===== src/rtl/jtframe_sdram_arbiter_pkg.sv =====
// Shared types and constants for the SDRAM slot arbiter.
//   arb_state_t : sequencer state encoding (IDLE=0, ISSUE=1, WAIT=2)
//   WAIT_W      : width of the per-slot starvation counters
//   WDOG_W      : width of the transfer watchdog
//   MASK_READ   : byte mask driven for reads (no byte written)
package jtframe_sdram_arbiter_pkg;

    typedef enum logic [1:0] {
        ST_IDLE  = 2'd0,
        ST_ISSUE = 2'd1,
        ST_WAIT  = 2'd2
    } arb_state_t;

    localparam int         WAIT_W    = 8;
    localparam int         WDOG_W    = 10;
    localparam logic [1:0] MASK_READ = 2'b11;

endpackage


===== src/rtl/jtframe_sdram_arbiter_if.sv =====
// Bundle of the requester-side and controller-side signals of the arbiter.
//   master : the arbiter (drives grants, done pulses and SDRAM commands)
//   slave  : requesters plus SDRAM controller (drive requests, ack, data_rdy)
interface jtframe_sdram_arbiter_if #(
    parameter int N      = 4,
    parameter int SDRAMW = 22
);
    logic [N-1:0]        slot_req;
    logic [N-1:0]        slot_rnw;
    logic [N*SDRAMW-1:0] slot_addr;
    logic [N*16-1:0]     slot_din;
    logic [N*2-1:0]      slot_wrmask;
    logic [N-1:0]        slot_gnt;
    logic [N-1:0]        slot_done;
    logic [N-1:0]        slot_dst;
    logic                timeout_err;
    logic                sdram_ack;
    logic                sdram_rd;
    logic                sdram_wr;
    logic [SDRAMW-1:0]   sdram_addr;
    logic [15:0]         data_write;
    logic [1:0]          sdram_wrmask;
    logic                data_rdy;
    logic                data_dst;

    modport master (
        input  slot_req, slot_rnw, slot_addr, slot_din, slot_wrmask,
        input  sdram_ack, data_rdy, data_dst,
        output slot_gnt, slot_done, slot_dst, timeout_err,
        output sdram_rd, sdram_wr, sdram_addr, data_write, sdram_wrmask
    );

    modport slave (
        output slot_req, slot_rnw, slot_addr, slot_din, slot_wrmask,
        output sdram_ack, data_rdy, data_dst,
        input  slot_gnt, slot_done, slot_dst, timeout_err,
        input  sdram_rd, sdram_wr, sdram_addr, data_write, sdram_wrmask
    );
endinterface


===== src/rtl/jtframe_rr_pick.sv =====
// Round-robin picker: grants the first requesting slot after the one-hot
// 'last' position, wrapping around.
//   req  : request vector
//   last : one-hot position of the previous winner
//   gnt  : one-hot winner, or 0 when nothing requests
module jtframe_rr_pick #(
    parameter int N = 4
) (
    input  logic [N-1:0] req,
    input  logic [N-1:0] last,
    output logic [N-1:0] gnt
);

    always_comb begin
        int   lidx;
        logic found;
        gnt   = '0;
        lidx  = 0;
        found = 1'b0;
        for (int k = 0; k < N; k++)
            if (last[k]) lidx = k;
        for (int off = 1; off <= N; off++)
            for (int j = 0; j < N; j++)
                if (!found && j == (lidx + off) % N && req[j]) begin
                    gnt[j] = 1'b1;
                    found  = 1'b1;
                end
    end

endmodule


===== src/rtl/jtframe_sdram_arbiter.sv =====
// Shares one SDRAM controller port among N requesters. Slot 0 is preferred,
// slots 1..N-1 are served round-robin, and a slot that has waited STARVE
// cycles overrides slot 0. Each transfer is watchdogged from ack to data_rdy.
//   clk, rst : clock, asynchronous active-high reset
//   bus      : requester and controller signals (master modport)
//
// state | meaning
// IDLE  | no transfer; arbitrate any pending request
// ISSUE | command strobe high, waiting for sdram_ack
// WAIT  | command accepted, waiting for data_rdy or watchdog expiry
module jtframe_sdram_arbiter
    import jtframe_sdram_arbiter_pkg::*;
#(
    parameter int N       = 4,
    parameter int SDRAMW  = 22,
    parameter int STARVE  = 15,
    parameter int TIMEOUT = 255
) (
    input logic rst,
    input logic clk,
    jtframe_sdram_arbiter_if.master bus
);

    localparam logic [WAIT_W-1:0] STARVE_C  = WAIT_W'(STARVE);
    localparam logic [WDOG_W-1:0] TIMEOUT_C = WDOG_W'(TIMEOUT);
    localparam logic [N-1:0]      LAST_RST  = {1'b1, {(N-1){1'b0}}};

    arb_state_t        state;
    logic [N-1:0]      cand, starved, rr_req, pick_st, pick_rr, win, last;
    logic [WAIT_W-1:0] wait_cnt [1:N-1];
    logic [WDOG_W-1:0] wdog;
    logic              issue;
    logic              win_rnw;
    logic [SDRAMW-1:0] win_addr;
    logic [15:0]       win_din;
    logic [1:0]        win_mask;

    // The granted slot and the slot whose done is pulsing are excluded, so a
    // completing request is never immediately re-granted.
    assign cand   = bus.slot_req & ~bus.slot_gnt & ~bus.slot_done;
    assign rr_req = {cand[N-1:1], 1'b0};

    always_comb begin
        starved = '0;
        for (int k = 1; k < N; k++)
            starved[k] = cand[k] && (wait_cnt[k] >= STARVE_C);
    end

    jtframe_rr_pick #(.N(N)) u_pick_starved (.req(starved), .last(last), .gnt(pick_st));
    jtframe_rr_pick #(.N(N)) u_pick_normal  (.req(rr_req),  .last(last), .gnt(pick_rr));

    always_comb begin
        if (|starved)     win = pick_st;
        else if (cand[0]) win = {{(N-1){1'b0}}, 1'b1};
        else              win = pick_rr;
    end

    // Arbitration happens in IDLE and on the completing edge in WAIT, which
    // gives back-to-back issue without an IDLE bubble.
    assign issue = (|cand) && ((state == ST_IDLE) || (state == ST_WAIT && bus.data_rdy));

    always_comb begin
        win_rnw  = 1'b1;
        win_addr = '0;
        win_din  = '0;
        win_mask = MASK_READ;
        for (int k = 0; k < N; k++)
            if (win[k]) begin
                win_rnw  = bus.slot_rnw[k];
                win_addr = bus.slot_addr[k*SDRAMW +: SDRAMW];
                win_din  = bus.slot_din[k*16 +: 16];
                win_mask = bus.slot_wrmask[k*2 +: 2];
            end
    end

    assign bus.slot_dst = {N{bus.data_dst}} & bus.slot_gnt;

    always_ff @(posedge clk or posedge rst) begin
        if (rst) begin
            for (int k = 1; k < N; k++) wait_cnt[k] <= '0;
        end else begin
            for (int k = 1; k < N; k++) begin
                if (!bus.slot_req[k] || bus.slot_gnt[k] || (issue && win[k]))
                    wait_cnt[k] <= '0;
                else if (wait_cnt[k] < STARVE_C)
                    wait_cnt[k] <= wait_cnt[k] + WAIT_W'(1);
            end
        end
    end

    always_ff @(posedge clk or posedge rst) begin
        if (rst) begin
            state            <= ST_IDLE;
            bus.slot_gnt     <= '0;
            bus.slot_done    <= '0;
            bus.sdram_rd     <= 1'b0;
            bus.sdram_wr     <= 1'b0;
            bus.sdram_addr   <= '0;
            bus.data_write   <= '0;
            bus.sdram_wrmask <= MASK_READ;
            bus.timeout_err  <= 1'b0;
            wdog             <= '0;
            last             <= LAST_RST;
        end else begin
            bus.slot_done <= '0;
            case (state)
                ST_IDLE: ;
                ST_ISSUE: begin
                    // data_rdy together with ack is deliberately ignored here
                    if (bus.sdram_ack) begin
                        bus.sdram_rd <= 1'b0;
                        bus.sdram_wr <= 1'b0;
                        wdog         <= TIMEOUT_C;
                        state        <= ST_WAIT;
                    end
                end
                ST_WAIT: begin
                    if (bus.data_rdy) begin
                        bus.slot_done <= bus.slot_gnt;
                        bus.slot_gnt  <= '0;
                        state         <= ST_IDLE;
                    end else if (wdog <= WDOG_W'(1)) begin
                        bus.slot_done   <= bus.slot_gnt;
                        bus.slot_gnt    <= '0;
                        bus.timeout_err <= 1'b1;
                        wdog            <= '0;
                        state           <= ST_IDLE;
                    end else begin
                        wdog <= wdog - WDOG_W'(1);
                    end
                end
                default: state <= ST_IDLE;
            endcase
            // Overrides the IDLE/clear-grant assignments above when a new
            // winner is taken on this edge.
            if (issue) begin
                state            <= ST_ISSUE;
                bus.slot_gnt     <= win;
                bus.sdram_rd     <= win_rnw;
                bus.sdram_wr     <= ~win_rnw;
                bus.sdram_addr   <= win_addr;
                bus.data_write   <= win_din;
                bus.sdram_wrmask <= win_rnw ? MASK_READ : win_mask;
                if (|win[N-1:1]) last <= win;
            end
        end
    end

endmodule


===== src/flat_wrapper.sv =====
// flat-port wrapper written by rule: the top's interface ports become plain ports
module jtframe_sdram_arbiter_flat import jtframe_sdram_arbiter_pkg::*;
#(
    parameter int N       = 4,
    parameter int SDRAMW  = 22,
    parameter int STARVE  = 15,
    parameter int TIMEOUT = 255
)
  (rst, clk, bus_slot_req, bus_slot_rnw, bus_slot_addr, bus_slot_din, bus_slot_wrmask, bus_sdram_ack, bus_data_rdy, bus_data_dst, bus_slot_gnt, bus_slot_done, bus_slot_dst, bus_timeout_err, bus_sdram_rd, bus_sdram_wr, bus_sdram_addr, bus_data_write, bus_sdram_wrmask);
  jtframe_sdram_arbiter_if #(.N(N), .SDRAMW(SDRAMW)) bus_i ();
  input logic rst;
  input logic clk;
  input wire logic [$bits(bus_i.slot_req)-1:0] bus_slot_req;
  input wire logic [$bits(bus_i.slot_rnw)-1:0] bus_slot_rnw;
  input wire logic [$bits(bus_i.slot_addr)-1:0] bus_slot_addr;
  input wire logic [$bits(bus_i.slot_din)-1:0] bus_slot_din;
  input wire logic [$bits(bus_i.slot_wrmask)-1:0] bus_slot_wrmask;
  input wire logic [$bits(bus_i.sdram_ack)-1:0] bus_sdram_ack;
  input wire logic [$bits(bus_i.data_rdy)-1:0] bus_data_rdy;
  input wire logic [$bits(bus_i.data_dst)-1:0] bus_data_dst;
  output wire logic [$bits(bus_i.slot_gnt)-1:0] bus_slot_gnt;
  output wire logic [$bits(bus_i.slot_done)-1:0] bus_slot_done;
  output wire logic [$bits(bus_i.slot_dst)-1:0] bus_slot_dst;
  output wire logic [$bits(bus_i.timeout_err)-1:0] bus_timeout_err;
  output wire logic [$bits(bus_i.sdram_rd)-1:0] bus_sdram_rd;
  output wire logic [$bits(bus_i.sdram_wr)-1:0] bus_sdram_wr;
  output wire logic [$bits(bus_i.sdram_addr)-1:0] bus_sdram_addr;
  output wire logic [$bits(bus_i.data_write)-1:0] bus_data_write;
  output wire logic [$bits(bus_i.sdram_wrmask)-1:0] bus_sdram_wrmask;
  assign bus_i.slot_req = bus_slot_req;
  assign bus_i.slot_rnw = bus_slot_rnw;
  assign bus_i.slot_addr = bus_slot_addr;
  assign bus_i.slot_din = bus_slot_din;
  assign bus_i.slot_wrmask = bus_slot_wrmask;
  assign bus_i.sdram_ack = bus_sdram_ack;
  assign bus_i.data_rdy = bus_data_rdy;
  assign bus_i.data_dst = bus_data_dst;
  assign bus_slot_gnt = bus_i.slot_gnt;
  assign bus_slot_done = bus_i.slot_done;
  assign bus_slot_dst = bus_i.slot_dst;
  assign bus_timeout_err = bus_i.timeout_err;
  assign bus_sdram_rd = bus_i.sdram_rd;
  assign bus_sdram_wr = bus_i.sdram_wr;
  assign bus_sdram_addr = bus_i.sdram_addr;
  assign bus_data_write = bus_i.data_write;
  assign bus_sdram_wrmask = bus_i.sdram_wrmask;
  jtframe_sdram_arbiter #(.N(N), .SDRAMW(SDRAMW), .STARVE(STARVE), .TIMEOUT(TIMEOUT)) u_core (.rst(rst), .clk(clk), .bus(bus_i));
endmodule

===== config.mk =====
export PLATFORM = sky130hd
export DESIGN_NAME = jtframe_sdram_arbiter_flat
export DESIGN_NICKNAME = d
export VERILOG_FILES = /design/src/rtl/jtframe_sdram_arbiter_pkg.sv /design/src/rtl/jtframe_sdram_arbiter_if.sv /design/src/rtl/jtframe_rr_pick.sv /design/src/rtl/jtframe_sdram_arbiter.sv /design/src/flat_wrapper.sv
export SDC_FILE = /design/constraint.sdc
export NUM_CORES = 1
export LEC_CHECK = 0
export BUFFER_PORTS_ARGS = -buffer_cell sky130_fd_sc_hd__buf_2
export CORE_MARGIN = 2
export CORE_UTILIZATION = 51
export CTS_BUF_LIST = sky130_fd_sc_hd__clkbuf_16
export DETAILED_ROUTE_END_ITERATION = 10
export PLACE_DENSITY = 0.87
export SYNTH_ARGS = -nofsm -noshare
export SYNTH_HDL_FRONTEND = slang
export SYNTH_SLANG_ARGS = --single-unit

===== constraint.sdc =====
create_clock -name clk -period 5.2 [get_ports clk]
set_clock_uncertainty 0.1 [all_clocks]
set_input_delay 1.04 -clock clk [delete_from_list [all_inputs] [get_ports clk]]
set_output_delay 1.04 -clock clk [all_outputs]
set_load 0.02 [all_outputs]

Yosys cells after proc, flatten, opt, wreduce, memory -nomap -nowiden
Index checks and enable logic that the tools add are counted.
Widths: inputs -> output; s select.
{"block": "totals", "ff_bits": 91, "input_bits": 173, "output_inout_bits": 55, "word_cells": 259}
{"block": "classes", "n_addsub": 8, "n_lt_le_gt_ge": 7, "n_eq_ne": 19, "mux": 92, "n_bitwise": 11, "reduce_logical": 108}
{"cell": "$mux 22", "n": 4}
{"cell": "$add 32x3->32 const B", "n": 2}
{"cell": "$mux 16", "n": 4}
{"cell": "$logic_and 1x1->1", "n": 54}
{"cell": "$mux 1", "n": 53}
{"cell": "$mux 8", "n": 6}
{"cell": "$mux 4", "n": 9}
{"cell": "$add 32x2->32 const B", "n": 1}
{"cell": "$add 32x4->32 const B", "n": 1}
{"cell": "$mux 32", "n": 1}
{"cell": "$mux 10", "n": 3}
{"cell": "$logic_not 1->1", "n": 25}
{"cell": "$add 8x1->8 const B", "n": 3}
{"cell": "$eq 3x3->1 const A", "n": 8}
{"cell": "$ge 8x4->1 const B", "n": 3}
{"cell": "$lt 8x4->1 const B", "n": 3}
{"cell": "$mux 2", "n": 10}
{"cell": "$pmux 10 s2", "n": 1}
{"cell": "$reduce_bool 2->1", "n": 7}
{"cell": "$and 4x4->4", "n": 3}
{"cell": "$eq 2x3->1 const A", "n": 4}
{"cell": "$le 10x1->1 const B", "n": 1}
{"cell": "$sub 10x1->10 const B", "n": 1}
{"cell": "$reduce_and 3->1", "n": 3}
{"cell": "17 further kinds", "n": 35}

Longest topological paths before layout
Gate-level depths: netlist of run 1.
{"block": "depth", "word_depth": 61, "mapped_depth": 9, "depth_no_buf": 7}

Cells and area by module
A second synthesis of run 1 with hierarchy kept.
{"block": "hier_totals", "hier_cells": 585, "area_unflattened_um2": 5403.9}
{"module": "jtframe_sdram_arbiter", "n_inst": 1, "cells_each": 519, "area_each_um2": 4981.0}
{"module": "jtframe_rr_pick", "n_inst": 2, "cells_each": 33, "area_each_um2": 211.5}

Worst setup path before layout of run 1
Ideal clock, no wire load.
{"block": "synth_timing", "kind": "in2reg", "from": "input port bus_slot_req[3]", "to": "register u_core.bus.sdram_addr[3]", "setup_ns": 0.132, "arrival_time_ns": 2.787, "setup_slack_ns": 2.181, "path_stages": 9, "path_cell_list": "or3b_1 -> clkbuf_1 -> a2111oi_1 -> a21oi_1 -> a21o_1 -> buf_6 -> buf_6 -> a221oi_1 -> a21oi_1"}
{"block": "synth_between", "elab_chain_len": 43}
{"item": "start: declaration", "line": "flat_wrapper.sv:13", "text": "input wire logic [$bits(bus_i.slot_req)-1:0] bus_slot_req;"}
{"item": "$and 4x4->4 (*) (2 in series)", "line": "jtframe_sdram_arbiter.sv:40", "text": "assign cand = bus.slot_req & ~bus.slot_gnt & ~bus.slot_done;"}
{"item": "$logic_and 1x1->1 (on tied branches)", "line": "jtframe_rr_pick.sv:24, jtframe_sdram_arbiter.sv:46"}
{"item": "$mux 1 or $logic_and 1x1->1 (tied branches)", "line": "jtframe_rr_pick.sv:24", "text": "if (!found && j == (lidx + off) % N && req[j]) begin"}
{"item": "$logic_not 1->1 or $mux 1 (tied branches)", "line": "jtframe_rr_pick.sv:24"}
{"item": "$logic_and 1x1->1 or $logic_not 1->1 (tied branches)", "line": "jtframe_rr_pick.sv:24"}
{"item": "$logic_and 1x1->1", "line": "jtframe_rr_pick.sv:24"}
{"item": "$mux 1 or $logic_and 1x1->1 (tied branches)", "line": "jtframe_rr_pick.sv:24"}
{"item": "$logic_not 1->1 or $mux 1 (tied branches)", "line": "jtframe_rr_pick.sv:24"}
{"item": "[... 26 more ...]"}
{"item": "$mux 1 or $logic_and 1x1->1 (tied branches)", "line": "jtframe_rr_pick.sv:24"}
{"item": "$logic_not 1->1 or $mux 1 (tied branches)", "line": "jtframe_rr_pick.sv:24"}
{"item": "$logic_and 1x1->1 or $logic_not 1->1 (tied branches)", "line": "jtframe_rr_pick.sv:24"}
{"item": "$logic_and 1x1->1", "line": "jtframe_rr_pick.sv:24"}
{"item": "$mux 1 or $logic_and 1x1->1 (tied branches)", "line": "jtframe_rr_pick.sv:24"}
{"item": "$mux 4 or $mux 1 (tied branches)", "line": "jtframe_sdram_arbiter.sv:54, jtframe_rr_pick.sv:24"}
{"item": "$mux 4", "line": "jtframe_sdram_arbiter.sv:53", "text": "if (|starved) win = pick_st;"}
{"item": "$mux 22", "line": "jtframe_sdram_arbiter.sv:68", "text": "if (win[k]) begin"}
{"item": "end signal: assignment", "line": "jtframe_sdram_arbiter.sv:141", "text": "bus.sdram_addr <= win_addr;"}
{"item": "end: declaration", "line": "jtframe_sdram_arbiter_if.sv:30", "text": "output sdram_rd, sdram_wr, sdram_addr, data_write, sdram_wrmask"}
Mark *: on every way between the ends. The rest lies on a longest branch, timed or not.
A chain may end at the register's enable or synchronous reset.

Final worst setup path of run 1
Same ends and word-level chain as after synthesis.

==> results.ini, run 1 <==
[timing]
fin_tns_setup_ps=0
worst_slew_pin_slew_ps=1280
hold_violations=0
maxSlewHeadroom_pct=14.2
finalSetupViolCount=0
min_period_ps=3650
finalHoldWorstSlack_ps=376
finalMaxSlewViolations=0
min_period_over_period_pct=70.2
rsz0062_at_grt=false
fin_ws_ps=1550
fmax_mhz=274

[die]
core_area_um2=9240
chipHeight_um=102
top_level_ports=228
floorplan.initialDensity_pct=52.6
die_w_um=102
floorplan_row_count=35
die_area_um2=10300

[placed_design]
gpl.final_weighted_congestion=0.920
dpl_worst_slack_ps=1310
post-dp-hpwl_um=11600
io_buffers=227
inst_count_dp=824

[global_routing]
grt_start_max_net_pins=55
grt_pass1_vias=4912
wire_length_of_the_first_global_routing_pass_um=23900
initial_antenna_violation_count=0
overflow=0
grt_usage_pct=29.8

[routing]
ant_nets=0
route.detailed.wl_per_inst_um=18.9
postRouteWirelength_um=15900
dr.pass1.iters=6
routed-via-count=5221
post_drt_via_cell_ratio=6.22
first_iter_violations=431
drc=0

[cts]
post_cts.resized_instances=0
clk_buf_depth=2
tritoncts=done
clock-sinks=90
hold_buffers=0
cts_root_buffer=sky130_fd_sc_hd__clkbuf_16
clock_latency_ps=340
post-cts-setup-buffer-count=0
worst_setup_hold_path_clk_slew_ps=70
numCtsBuffers=9
h-tree-depth=3

[synth]
yosys.cell_types.count=60
synth_enable_flop_cells=0
synth_top_flop_cell=sky130_fd_sc_hd__dfrtp_1
sequential_share_of_the_synthesized_area_pct=46.4
ys_warn_count=0
synth.largest_area_cell=sky130_fd_sc_hd__dfrtp_1
synth_top_area_share_pct=44.8
share_of_flip_flops_with_an_asynchronous_set_or_reset_pct=100
netlist_top_cells_area=sky130_fd_sc_hd__dfrtp_1 (45%), sky130_fd_sc_hd__a22oi_1 (6.2%), sky130_fd_sc_hd__a221oi_1 (5.8%), sky130_fd_sc_hd__a21oi_1 (5.0%), sky130_fd_sc_hd__nor2_1 (4.7%)
synthCells=497
synth_area_per_cell_um2=9.78
synth.ff_latch_count=90
postSynthNetCount=675
syn-cell-area_um2=4860

[power]
vdd.ir_drop.worst_mv=0.378
p_total_w=0.00350
power_leakage_nw=2.99
pwr_density_cell_nw_per_um2=553

[cells_and_area]
drive_gt1_share_pct=38.3
layout-area-overhead-vs-synth_pct=30.0
nNetsFinal=884
antenna_cells_inserted=0
finalNonFillerCells=840
fillers=736

[worst_setup_path]
critical-path-top-cell-by-count=sky130_fd_sc_hd__a21oi_1
timing.critical_path.slowest_cell_delay_ps=600
critPathMaxFanout=32
crit_required_ps=5310
setup.worst_path.start_class=primary input
criticalPathCategory=in -> reg
signal_arrival_time_at_the_worst_endpoint_ps=3770
cp_slowest_cell=sky130_fd_sc_hd__a21o_1
ordered_cell_list_for_the_critical_path=buf_2 > or3b_1 > a21oi_1 > a311oi_1 > a21o_1 > buf_4 > a221oi_1 > a21oi_1
crit_path_end_kind=flip-flop

[run_status]
run_status=complete, no violations

[run]
drv.max_cap_violation_count=0

[hold_path]
worstHoldPathType=reg -> reg

==> cell type report <==
class / count / area [um2] / share of cell area (%)
multi-input combinational: 360 / 2370 / 37.6
sequential: 90 / 2260 / 35.7
timing repair buffer: 235 / 1200 / 18.9
clock buffer: 9 / 225 / 3.56
tap: 129 / 161 / 2.55
clock inverter: 7 / 68.8 / 1.09
inverter: 10 / 38.8 / 0.614
==> state kept, by name, indices dropped and copies added, names as in the netlist, 2 cells and up <==
| name | cells |
|---|---|
| u_core.last | 3 |
| u_core.bus.slot_done | 4 |
| u_core.wait_cnt | 24 |
| u_core.bus.slot_gnt | 4 |
| u_core.bus.sdram_wrmask | 2 |
| u_core.bus.sdram_addr | 22 |
| u_core.bus.data_write | 16 |
| u_core.wdog | 10 |
| u_core.state | 2 |
==> per-layer routing <==
layer	GRT usage, %	wire length, um	vias to the layer above
met5	0	0	-
met4	11.0	449	0
met3	5.45	1510	57
met2	48.4	7810	366
met1	39.9	6120	2490
li1	-	-	2308
==> per-stage QoR <==
stage / util, % / area [um2]
finish: 68.4 / 6320
global route: 68.4 / 6320
CTS: 68.4 / 6320
detailed placement: 65.2 / 6030
global placement: 65.2 / 6030
floorplan: - / 4860
==> final timing paths <==
kind                       cells past startpoint  slack (ps)                                    to                          startpoint
hold / removal                                 1         380    u_core.bus.timeout_err$_DFFE_PP0P_  u_core.bus.timeout_err$_DFFE_PP0P_
max in group asynchronous                      3        3200       u_core.wait_cnt[10]$_DFFE_PP0P_                                 rst
min in group asynchronous                      2         770  u_core.bus.sdram_addr[3]$_DFFE_PP0P_                                 rst
setup / recovery                               8        1550  u_core.bus.sdram_addr[3]$_DFFE_PP0P_                     bus_slot_req[3]
setup reg to reg                               7        1660       u_core.wait_cnt[13]$_DFFE_PP0P_     u_core.wait_cnt[15]$_DFFE_PP0P_
hold reg to reg                                1         380    u_core.bus.timeout_err$_DFFE_PP0P_  u_core.bus.timeout_err$_DFFE_PP0P_
==> layout by cell type (no fill, tap or decap), types with 4 or more instances in the layout <==
cell type                   synthesis  final
sky130_fd_sc_hd__nand2b_1           5      5
sky130_fd_sc_hd__a221oi_1          32     32
sky130_fd_sc_hd__ha_1               5      5
sky130_fd_sc_hd__a221oi_2           6      6
sky130_fd_sc_hd__inv_1             10     10
sky130_fd_sc_hd__dfrtp_1           87     87
sky130_fd_sc_hd__o21ai_0           15     15
sky130_fd_sc_hd__a211o_1            4      4
sky130_fd_sc_hd__nor3_1             7      7
sky130_fd_sc_hd__buf_4              1      8
sky130_fd_sc_hd__o22ai_1            6      6
sky130_fd_sc_hd__nor2b_1           10     10
sky130_fd_sc_hd__nand2_1           14     14
sky130_fd_sc_hd__xor2_1             4      4
sky130_fd_sc_hd__a22oi_1           40     40
sky130_fd_sc_hd__a211oi_1           4      4
sky130_fd_sc_hd__buf_2              8    227
sky130_fd_sc_hd__a22o_1             7      7
sky130_fd_sc_hd__nor3b_1            4      4
sky130_fd_sc_hd__nor4_1             6      5
sky130_fd_sc_hd__and2_1            23     23
sky130_fd_sc_hd__a21oi_1           49     49
sky130_fd_sc_hd__clkbuf_16          0      9
sky130_fd_sc_hd__nor2_1            61     61
sky130_fd_sc_hd__nand3_1            7      7
==> power by group <==
group	switching, W	leakage (nW)	internal [W]	total, W
clock network	0.000282	0.147	0.000372	0.000654
logic	0.00108	1.75	0.000620	0.00170
registers	0.000192	1.09	0.000948	0.00114
total	0.00156	2.99	0.00194	0.00350
==> synth_stat cells (4+ instances only) <==
| library cell | instances |
|---|---|
| sky130_fd_sc_hd__a22oi_1 | 40 |
| sky130_fd_sc_hd__a211o_1 | 4 |
| sky130_fd_sc_hd__nor2b_1 | 10 |
| sky130_fd_sc_hd__inv_1 | 10 |
| sky130_fd_sc_hd__buf_6 | 9 |
| sky130_fd_sc_hd__a221oi_2 | 6 |
| sky130_fd_sc_hd__nor2_1 | 61 |
| sky130_fd_sc_hd__clkbuf_1 | 16 |
| sky130_fd_sc_hd__nor3b_1 | 4 |
| sky130_fd_sc_hd__xor2_1 | 4 |
| sky130_fd_sc_hd__buf_2 | 8 |
| sky130_fd_sc_hd__a22o_1 | 7 |
| sky130_fd_sc_hd__o21ai_0 | 15 |
| sky130_fd_sc_hd__a221oi_1 | 32 |
| sky130_fd_sc_hd__ha_1 | 5 |
| sky130_fd_sc_hd__dfrtp_1 | 87 |
| sky130_fd_sc_hd__a21oi_1 | 49 |
| sky130_fd_sc_hd__nand3_1 | 7 |
| sky130_fd_sc_hd__nor4_1 | 6 |
| sky130_fd_sc_hd__nand2_1 | 14 |
| sky130_fd_sc_hd__a211oi_1 | 4 |
| sky130_fd_sc_hd__nand2b_1 | 5 |
| sky130_fd_sc_hd__o22ai_1 | 6 |
| sky130_fd_sc_hd__nor3_1 | 7 |
| sky130_fd_sc_hd__and2_1 | 23 |
==> worst max-delay path: cells and delay by family <==
family / cells / cell delay (ps)
AND/OR/NAND/NOR: 1 / 490
buffers and inverters: 2 / 490
AO/OA/AOI/OAI: 5 / 1740
==> kinds of logic after synthesis <==
| group | share of synthesized area, % |
|---|---|
| AOI/OAI and AO/OA | 29.1 |
| DFF | 46.4 |
| muxes | 0.412 |
| xor gates and xnor gates | 1.26 |
| and+or+nand+nor | 16.3 |
| buffers and inverters | 5.30 |
| adders and majority gates | 1.29 |
(Power assumes the default switching activity.)
==> run 2, diff against run 1 <==
Settings changed: CORE_UTILIZATION 51 to 43, PLACE_DENSITY 0.87 to 0.78.
Clock period 5.2 ns to 3 ns, I/O delays scaled along.
==> run 2 against run 1 <==
Compared with the run above: global-route usage down 5.0 points; routed wire length down 1.5%; flip-flop and latch count unchanged; utilization down 8.8 points; sequential power up 70%; critical path depth down 1; via count down 3.0%; final area up 3.1%; final cell count up 2.9%; critical path type is now reg -> reg.
==> results.ini, run 2 (synthesis gave the netlist of run 1 again) <==
[run_status]
run_status=complete, no violations

[routing]
first_iter_violations=445
post_drt_via_cell_ratio=5.86
routed-via-count=5064
ant_nets=0
dr.pass1.iters=5
drc=0
postRouteWirelength_um=15600
route.detailed.wl_per_inst_um=18.1

[worst_setup_path]
critPathMaxFanout=25
cpLargestDelayFamily=compound AO/OA/AOI/OAI gates
ordered_cell_list_for_the_critical_path=or3b_1 > a2111oi_1 > a21oi_1 > a21o_1 > buf_4 > a21oi_1 > nor2b_1
criticalPathCategory=reg -> reg
signal_arrival_time_at_the_worst_endpoint_ps=2950
crit_path_end_kind=flip-flop
timing.critical_path.slowest_cell_delay_ps=510
setup.worst_path.start_class=flip-flop
worst-path-buf-inv=1
cp_slowest_cell=sky130_fd_sc_hd__or3b_1
crit_required_ps=3160
critical-path-top-cell-by-count=sky130_fd_sc_hd__a21oi_1

[cts]
worst_setup_hold_path_clk_slew_ps=60
h-tree-depth=3
clk_buf_depth=2
numCtsBuffers=9
post-cts-setup-buffer-count=0
post_cts.resized_instances=0
clock-sinks=90
tritoncts=done
cts_root_buffer=sky130_fd_sc_hd__clkbuf_16
clock_latency_ps=330
hold_buffers=0

[global_routing]
grt_usage_pct=24.8
initial_antenna_violation_count=0
grt_start_max_net_pins=63
wire_length_of_the_first_global_routing_pass_um=23400
grt_pass1_vias=4806
overflow=0

[die]
floorplan_row_count=38
chipHeight_um=110
core_area_um2=10900
die_area_um2=12200
floorplan.initialDensity_pct=44.5
top_level_ports=228
die_w_um=110

[timing]
hold_violations=0
min_period_over_period_pct=93.0
rsz0062_at_grt=false
finalHoldWorstSlack_ps=262
fmax_mhz=358
finalSetupViolCount=0
maxSlewHeadroom_pct=55.3
fin_ws_ps=210
fin_tns_setup_ps=0
min_period_ps=2790
worst_slew_pin_slew_ps=670
finalMaxSlewViolations=0

[placed_design]
dpl_worst_slack_ps=63.3
io_buffers=227
gpl.final_weighted_congestion=0.926
post-dp-hpwl_um=11600

[cells_and_area]
max_reg_flops=24
mostFrequentLayoutCells=sky130_fd_sc_hd__buf_2 (227), sky130_fd_sc_hd__dfrtp_1 (87), sky130_fd_sc_hd__nor2_1 (61)
nNetsFinal=897
drive_gt1_share_pct=39.4
largest_registers_ranked_by_flip_flop_count=u_core.wait_cnt x24, u_core.bus.sdram_addr x22, u_core.bus.data_write x16
layout-area-overhead-vs-synth_pct=34.0
registers.top_by_ff_count=u_core.wait_cnt
final_common_cell=sky130_fd_sc_hd__buf_2
antenna_cells_inserted=0

[run]
drv.max_cap_violation_count=0

[power]
pwr_density_cell_nw_per_um2=965
vdd.ir_drop.worst_mv=0.509
power_leakage_nw=3.08

[hold_path]
worstHoldPathType=in -> async

-- run 2: cell types whose count changed in the layout (fill, tap and decap cells not counted) --
cell,change
sky130_fd_sc_hd__a21oi_1,-1
sky130_fd_sc_hd__a21oi_2,+1
sky130_fd_sc_hd__buf_12,+3
sky130_fd_sc_hd__buf_4,+10
sky130_fd_sc_hd__bufinv_16,+2
sky130_fd_sc_hd__clkinv_2,-2
sky130_fd_sc_hd__clkinv_4,-1
sky130_fd_sc_hd__clkinvlp_4,+1
sky130_fd_sc_hd__inv_1,+1
sky130_fd_sc_hd__inv_6,-1
-- run 2: cell type report --
type | instances | area (um2)
clock buffer | 9 | 225
clock inverter | 7 | 110
fill | 941 | 4420
inverter | 10 | 41.3
multi-input combinational | 360 | 2380
sequential | 90 | 2260
tap | 140 | 175
timing repair buffer | 248 | 1330
-- run 2: metal layers --
layer / part of all wire [%] / vias up / GRT usage (%) / routed length [um]
li1: - / 2326 / - / -
met1: 41 / 2461 / 32.0 / 6380
met2: 50 / 247 / 41.4 / 7770
met3: 7.8 / 30 / 5.88 / 1230
met4: 1.7 / 0 / 7.50 / 272
met5: 0 / - / 0 / 0
-- run 2: path summary, 6_finish.rpt --
path                            slack [ps]                                     end  depth (start not counted)                          startpoint
worst max-delay path                   210         u_core.wait_cnt[16]$_DFFE_PP0P_                          7  u_core.bus.slot_gnt[3]$_DFFE_PP0P_
worst min-delay path                   260   u_core.bus.data_write[11]$_DFFE_PP0P_                          2                                 rst
worst max register to register         210         u_core.wait_cnt[16]$_DFFE_PP0P_                          7  u_core.bus.slot_gnt[3]$_DFFE_PP0P_
worst min register to register         380      u_core.bus.timeout_err$_DFFE_PP0P_                          1  u_core.bus.timeout_err$_DFFE_PP0P_
max in group asynchronous             1760  u_core.bus.sdram_wrmask[0]$_DFFE_PP1P_                          3                                 rst
min in group clk                       380      u_core.bus.timeout_err$_DFFE_PP0P_                          1  u_core.bus.timeout_err$_DFFE_PP0P_
-- run 2: per-stage QoR --
step                utilization [%]  total power, W  area, um2  cells
global placement               56.5         0.00490       6180    848
detailed placement             56.5         0.00501       6180    848
global route                   59.6         0.00670       6520    864
finish                         59.6         0.00629       6520    864
CTS                            59.6         0.00629       6510    864
floorplan                         -         0.00400       4870    497
-- run 2: power by group --
group / leakage (nW) / internal [W] / switching [W] / total, W
Combinational: 1.82 / 0.00117 / 0.00191 / 0.00308
Clock: 0.168 / 0.000807 / 0.000466 / 0.00127
Sequential: 1.09 / 0.00164 / 0.000293 / 0.00194
